## config.mk

```make
export PLATFORM = sky130hd
export DESIGN_NAME = cond_check_stage
export DESIGN_NICKNAME = d
export VERILOG_FILES = /design/src/rtl/cond_check_stage.sv
export SDC_FILE = /design/constraint.sdc
export NUM_CORES = 1
export LEC_CHECK = 0
export CAP_MARGIN = 20
export CORE_ASPECT_RATIO = 0.9
export CORE_MARGIN = 2
export CORE_UTILIZATION = 43
export DETAILED_ROUTE_END_ITERATION = 6
export GPL_ROUTABILITY_DRIVEN = 0
export HOLD_SLACK_MARGIN = 0.02
export PLACE_DENSITY = 0.83
export SLEW_MARGIN = 20
export SYNTH_ARGS = -nofsm -noshare
export SYNTH_HDL_FRONTEND = slang
export SYNTH_SLANG_ARGS = --single-unit
```

## constraint.sdc

```tcl
create_clock -name clk -period 3.1 [get_ports clk]
set_clock_uncertainty 0.05 [all_clocks]
set_input_delay 0.62 -clock clk [delete_from_list [all_inputs] [get_ports clk]]
set_output_delay 0.62 -clock clk [all_outputs]
set_load 0.05 [all_outputs]
```

## src/rtl/cond_check_stage.sv

```systemverilog
`default_nettype none
// ============================================================================
// Module   : cond_check_stage
// Purpose  : NZCV status register plus condition-code evaluation, producing a
//            registered execute/squash decision over a valid/ready handshake.
//            Optional macro CC_PERF_CNT_EN adds saturating exec/skip counters.
// Revision : 1.0 - initial release
// ============================================================================
module cond_check_stage #(
    parameter int TAG_W = 8,
    parameter int CNT_W = 32
) (
    input  logic             clk,
    input  logic             rst_n,
    input  logic             flags_we,
    input  logic [3:0]       flags_in,
    input  logic             flags_pend,
    input  logic             in_valid,
    output logic             in_ready,
    input  logic [3:0]       in_cond,
    input  logic [TAG_W-1:0] in_tag,
    output logic             out_valid,
    input  logic             out_ready,
    output logic             out_exec,
    output logic [TAG_W-1:0] out_tag,
`ifdef CC_PERF_CNT_EN
    input  logic             cnt_clr,
    output logic [CNT_W-1:0] exec_cnt,
    output logic [CNT_W-1:0] skip_cnt,
`endif
    output logic [3:0]       nzcv_q
);

    localparam logic [3:0] C_COND_AL = 4'b1110;
    localparam logic [3:0] C_COND_NV = 4'b1111;

    logic [3:0] w_eff;
    logic       w_pass;
    logic       w_haz;
    logic       w_accept;
    logic       w_n, w_z, w_c, w_v;

    // Same-cycle flag update is forwarded into the evaluation.
    assign w_eff = flags_we ? flags_in : nzcv_q;
    assign {w_n, w_z, w_c, w_v} = w_eff;

    always_comb begin
        w_pass = 1'b0;
        case (in_cond)
            4'b0000: w_pass = w_z;
            4'b0001: w_pass = !w_z;
            4'b0010: w_pass = w_c;
            4'b0011: w_pass = !w_c;
            4'b0100: w_pass = w_n;
            4'b0101: w_pass = !w_n;
            4'b0110: w_pass = w_v;
            4'b0111: w_pass = !w_v;
            4'b1000: w_pass = w_c & !w_z;
            4'b1001: w_pass = !w_c | w_z;
            4'b1010: w_pass = (w_n == w_v);
            4'b1011: w_pass = (w_n != w_v);
            4'b1100: w_pass = !w_z & (w_n == w_v);
            4'b1101: w_pass = w_z | (w_n != w_v);
            4'b1110: w_pass = 1'b1;
            default: w_pass = 1'b0;
        endcase
    end

    // AL and NV do not read the flags, so they never wait on a pending write.
    assign w_haz    = flags_pend & !flags_we & (in_cond != C_COND_AL) & (in_cond != C_COND_NV);
    assign in_ready = !w_haz & (!out_valid | out_ready);
    assign w_accept = in_valid & in_ready;

    always_ff @(posedge clk or negedge rst_n) begin
        if (!rst_n) begin
            nzcv_q <= 4'b0000;
        end else if (flags_we) begin
            nzcv_q <= flags_in;
        end
    end

    always_ff @(posedge clk or negedge rst_n) begin
        if (!rst_n) begin
            out_valid <= 1'b0;
            out_exec  <= 1'b0;
            out_tag   <= '0;
        end else if (w_accept) begin
            out_valid <= 1'b1;
            out_exec  <= w_pass;
            out_tag   <= in_tag;
        end else if (out_ready) begin
            out_valid <= 1'b0;
        end
    end

`ifdef CC_PERF_CNT_EN
    always_ff @(posedge clk or negedge rst_n) begin
        if (!rst_n) begin
            exec_cnt <= '0;
            skip_cnt <= '0;
        end else if (cnt_clr) begin
            exec_cnt <= '0;
            skip_cnt <= '0;
        end else if (w_accept) begin
            if (w_pass) begin
                if (exec_cnt != '1) exec_cnt <= exec_cnt + 1'b1;
            end else begin
                if (skip_cnt != '1) skip_cnt <= skip_cnt + 1'b1;
            end
        end
    end
`endif

endmodule
`default_nettype wire
```

==> results by stage <==
Status:
- The flow ran to the end, and the final reports show no timing, DRC or antenna violations.

Pwr:
- The largest vdd supply drop is 0.400 mV.
- For this design the static power due to leakage is 0.501 nW.
- The ratio of total power to cell area is 535 nW/um2.

Logic synthesis:
- After synthesis the netlist holds a flip-flop and latch count of 14.
- The mean post-synth cell area is 11.9 um2.
- The post-synthesis cell count is 66.
- For this run, the register share of the synthesized area comes to 44.4%.
- For this run, the number of Yosys warnings is 0.
- Yosys mapped the design onto 32 distinct sky130hd cell types.
- The cell area that synthesis handed to floorplanning was 788 um2.
- The number of nets produced by synthesis is 88.

Final layout:
- 0 antenna diodes ended up in the layout.
- From synthesis to final layout, the design area changed by 52.2%.
- The library cells used most frequently in the layout, excluding fill and tap cells, are 35 x sky130_fd_sc_hd__clkdlybuf4s50_1, 14 x sky130_fd_sc_hd__dfrtp_1, 8 x sky130_fd_sc_hd__mux2_2.
- The post-route netlist has 19.6% of its cells at a drive strength greater than 1.
- After filler insertion, the fill cell instance count of the layout stands at 127.
- Leaving out fill and tap cells, the most frequent cell in the layout is sky130_fd_sc_hd__clkdlybuf4s50_1.
- The final standard cell utilization of the core is 70.6%.
- The final-stage net count is 125.

Detailed routing:
- The routed design has 1790 um of wire.
- The number of DRC markers after the initial detailed-route iteration is 7.
- The first-pass iteration count of the detailed router is 4.
- For this run, design rule violations remaining after detail routing come to 0.
- The remaining antenna violation count is 0.
- The average detailed-routed wire length per instance is 14.2 um.
- The routed via count divided by cell count is 5.26.
- For this block, the via count after detailed routing is 663.

Global route:
- The initial antenna violation count is 0.
- The via count of the first global-routing pass was 665.
- The global routing usage summed across all routing layers is 18.4%.
- Entering global routing, the biggest net connects 15 pins.
- The first global-routing pass estimated 3000 um of wire.
- The total overflow left after global routing is 0.

STA:
- At the pin with the least slew margin, the transition time is 591 ps.
- The achievable frequency is 390 MHz.
- The number of setup violations in the final report is 0.
- The max-slew headroom at the worst pin is 60.5%.
- The final count of pins violating max slew is 0.
- Setup total negative slack on the finished layout was measured at 0 ps.
- The count of endpoints failing hold in the final timing report is 0.
- The final clock period utilization by the worst path is 82.7%.
- Setup repair after global routing left no endpoint under its margin.
- The final critical delay including setup and external delays is 2560 ps.

Floorplan:
- The floorplan step defined a die boundary enclosing 2190 um2.
- The number of top-level pins is 37.
- The die is 49.1 um wide.
- The floorplan has 14 rows.
- The die is 44.6 um tall.
- For this configuration, the core starts out at a cell density of 46.4%.
- The placeable core area is 1700 um2.

Run:
- Max-cap violations in this run came to 0.

Critical path:
- The critical path goes through clkdlybuf4s50_1, o31a_1, buf_12.
- The data arrival time of the critical path is 1890 ps.
- The critical path contains buffers and inverters numbering 2 combined.
- The largest individual stage delay along the critical path comes from the cell sky130_fd_sc_hd__clkdlybuf4s50_1.
- The endpoint required time on the critical path is 2430 ps.
- Grouping stages by cell kind, the critical path spends the most delay in buffers and inverters.
- The worst setup path is of the input pin to output port kind.
- For this run, the slowest stage of the critical path takes 670 ps.
- Of all nets on the critical path, the largest fanout is 7.
- The critical path launch point type is an input pin.
- The worst setup path is captured at an output port.

Placement:
- During placement, the flow inserted port buffers numbering 36.
- The HPWL reported at the end of detailed placement is 1400 um.

CTS:
- Hold repair after CTS inserted 0 buffers.
- The root buffer cell is sky130_fd_sc_hd__clkbuf_4.
- The post-CTS setup buffer count is 0.
- The quantity of gates resized following cts is 0.
- TritonCTS built the clock tree.
- The deepest level of the CTS H-tree is 1.
- The buffer levels on the longest clock path is 2.
- The number of buffers created by CTS is 3.
- Clock-pin slew was measured on the worst setup and hold paths at 80 ps.
- The clock latency on the worst-skew pair is 270 ps.
- The number of sinks driven by the clock tree is 14.

Min path:
- The worst hold-check path type is flip-flop to flip-flop.
==> per-stage QoR <==
step / worst slack [ps] / std cells / area, um2 / power, mW / hold slack [ps]
after global routing: 487 / 126 / 1200 / 0.673 / 479
after detailed placement: 473 / 122 / 1160 / 0.520 / 447
after global placement: 458 / 122 / 1160 / 0.515 / 439
after CTS: 534 / 126 / 1200 / 0.650 / 460
final: 536 / 126 / 1200 / 0.642 / 455
after floorplan: 1020 / 66 / 788 / 0.413 / 274
==> registers in the layout, summed over array words and instances (netlist names) <==
register   count
nzcv_q         4
out_exec       1
out_tag        8
out_valid      1
==> metal layers <==
layer | global-route usage [%] | share of wire (%) | routed length [um] | vias to the layer above
met5 | 0 | 0 | 0 | -
met4 | 5.71 | 0.67 | 12 | 0
met3 | 4.73 | 4.2 | 75 | 2
met2 | 33.0 | 54 | 959 | 18
met1 | 21.8 | 41 | 741 | 332
li1 | - | - | - | 311
==> cell type report <==
cell class | instances | area [um2] | share of cell area [%]
clock buffers | 4 | 36.3 | 3.02
inverters | 4 | 15.0 | 1.25
multi-input cells | 43 | 390 | 32.5
flip-flops and latches | 14 | 350 | 29.2
well taps | 24 | 30.0 | 2.50
repair buffers | 37 | 378 | 31.5
==> path summary, 6_finish.rpt <==
| kind | startpoint | endpoint | slack (ps) | cells after the start |
|---|---|---|---|---|
| setup / recovery | flags_we | in_ready | 540 | 3 |
| hold / removal | out_tag[2] | out_tag[2] | 460 | 1 |
| setup reg to reg | nzcv_q[0] | out_exec | 1580 | 5 |
| hold reg to reg | out_tag[2] | out_tag[2] | 460 | 1 |
| max in group asynchronous | rst_n | nzcv_q[2] | 1950 | 1 |
| min in group asynchronous | rst_n | out_tag[5] | 670 | 1 |
==> kinds of logic after synthesis <==
| family | Yosys count | synth area share (%) |
|---|---|---|
| xor+xnor | 2 | 3.18 |
| simple gates | 12 | 8.73 |
| buf+inv | 9 | 6.03 |
| mux | 14 | 23.5 |
| flops | 14 | 44.4 |
| compound gates | 15 | 14.1 |
==> cells in the mapped netlist <==
| master | number | share of area, % |
|---|---|---|
| sky130_fd_sc_hd__a31oi_1 | 3 | 2.4 |
| sky130_fd_sc_hd__o21ai_0 | 2 | 1.3 |
| sky130_fd_sc_hd__mux4_2 | 1 | 2.9 |
| sky130_fd_sc_hd__and2_1 | 1 | 0.79 |
| sky130_fd_sc_hd__nor2b_1 | 2 | 1.6 |
| sky130_fd_sc_hd__mux2i_1 | 2 | 2.5 |
| sky130_fd_sc_hd__clkbuf_1 | 1 | 0.48 |
| sky130_fd_sc_hd__nand2b_1 | 1 | 0.79 |
| sky130_fd_sc_hd__buf_2 | 2 | 1.3 |
| sky130_fd_sc_hd__dfrtp_1 | 14 | 44 |
| sky130_fd_sc_hd__and3b_1 | 1 | 1.1 |
| sky130_fd_sc_hd__o311ai_2 | 1 | 2.1 |
| sky130_fd_sc_hd__nor3b_1 | 1 | 0.95 |
| sky130_fd_sc_hd__a21oi_1 | 3 | 1.9 |
| sky130_fd_sc_hd__a32oi_1 | 1 | 1.1 |
| sky130_fd_sc_hd__and3_1 | 1 | 0.79 |
| sky130_fd_sc_hd__xor2_1 | 1 | 1.1 |
| sky130_fd_sc_hd__inv_1 | 4 | 1.9 |
| sky130_fd_sc_hd__a21o_1 | 1 | 0.95 |
| sky130_fd_sc_hd__nor3_1 | 2 | 1.3 |
| sky130_fd_sc_hd__o31a_1 | 1 | 1.1 |
| sky130_fd_sc_hd__xnor2_2 | 1 | 2.1 |
| sky130_fd_sc_hd__o22a_1 | 1 | 1.1 |
| sky130_fd_sc_hd__o311a_1 | 1 | 1.3 |
| sky130_fd_sc_hd__nand2_1 | 2 | 0.95 |
| sky130_fd_sc_hd__buf_4 | 1 | 0.95 |
| sky130_fd_sc_hd__mux2_4 | 2 | 3.8 |
| sky130_fd_sc_hd__a22oi_1 | 1 | 0.95 |
| sky130_fd_sc_hd__nor2_1 | 1 | 0.48 |
| sky130_fd_sc_hd__mux2i_4 | 1 | 2.9 |
| sky130_fd_sc_hd__mux2_2 | 8 | 11 |
| sky130_fd_sc_hd__buf_6 | 1 | 1.4 |
==> power by group <==
group          switching [mW]  leakage, nW  total [mW]  internal [mW]
Clock                  0.0539       0.0210       0.125         0.0714
Sequential             0.0151        0.164       0.226          0.211
Combinational           0.169        0.316       0.290          0.121
Total                   0.238        0.501       0.642          0.404
No activity file was read; power rests on OpenSTA's default activity.
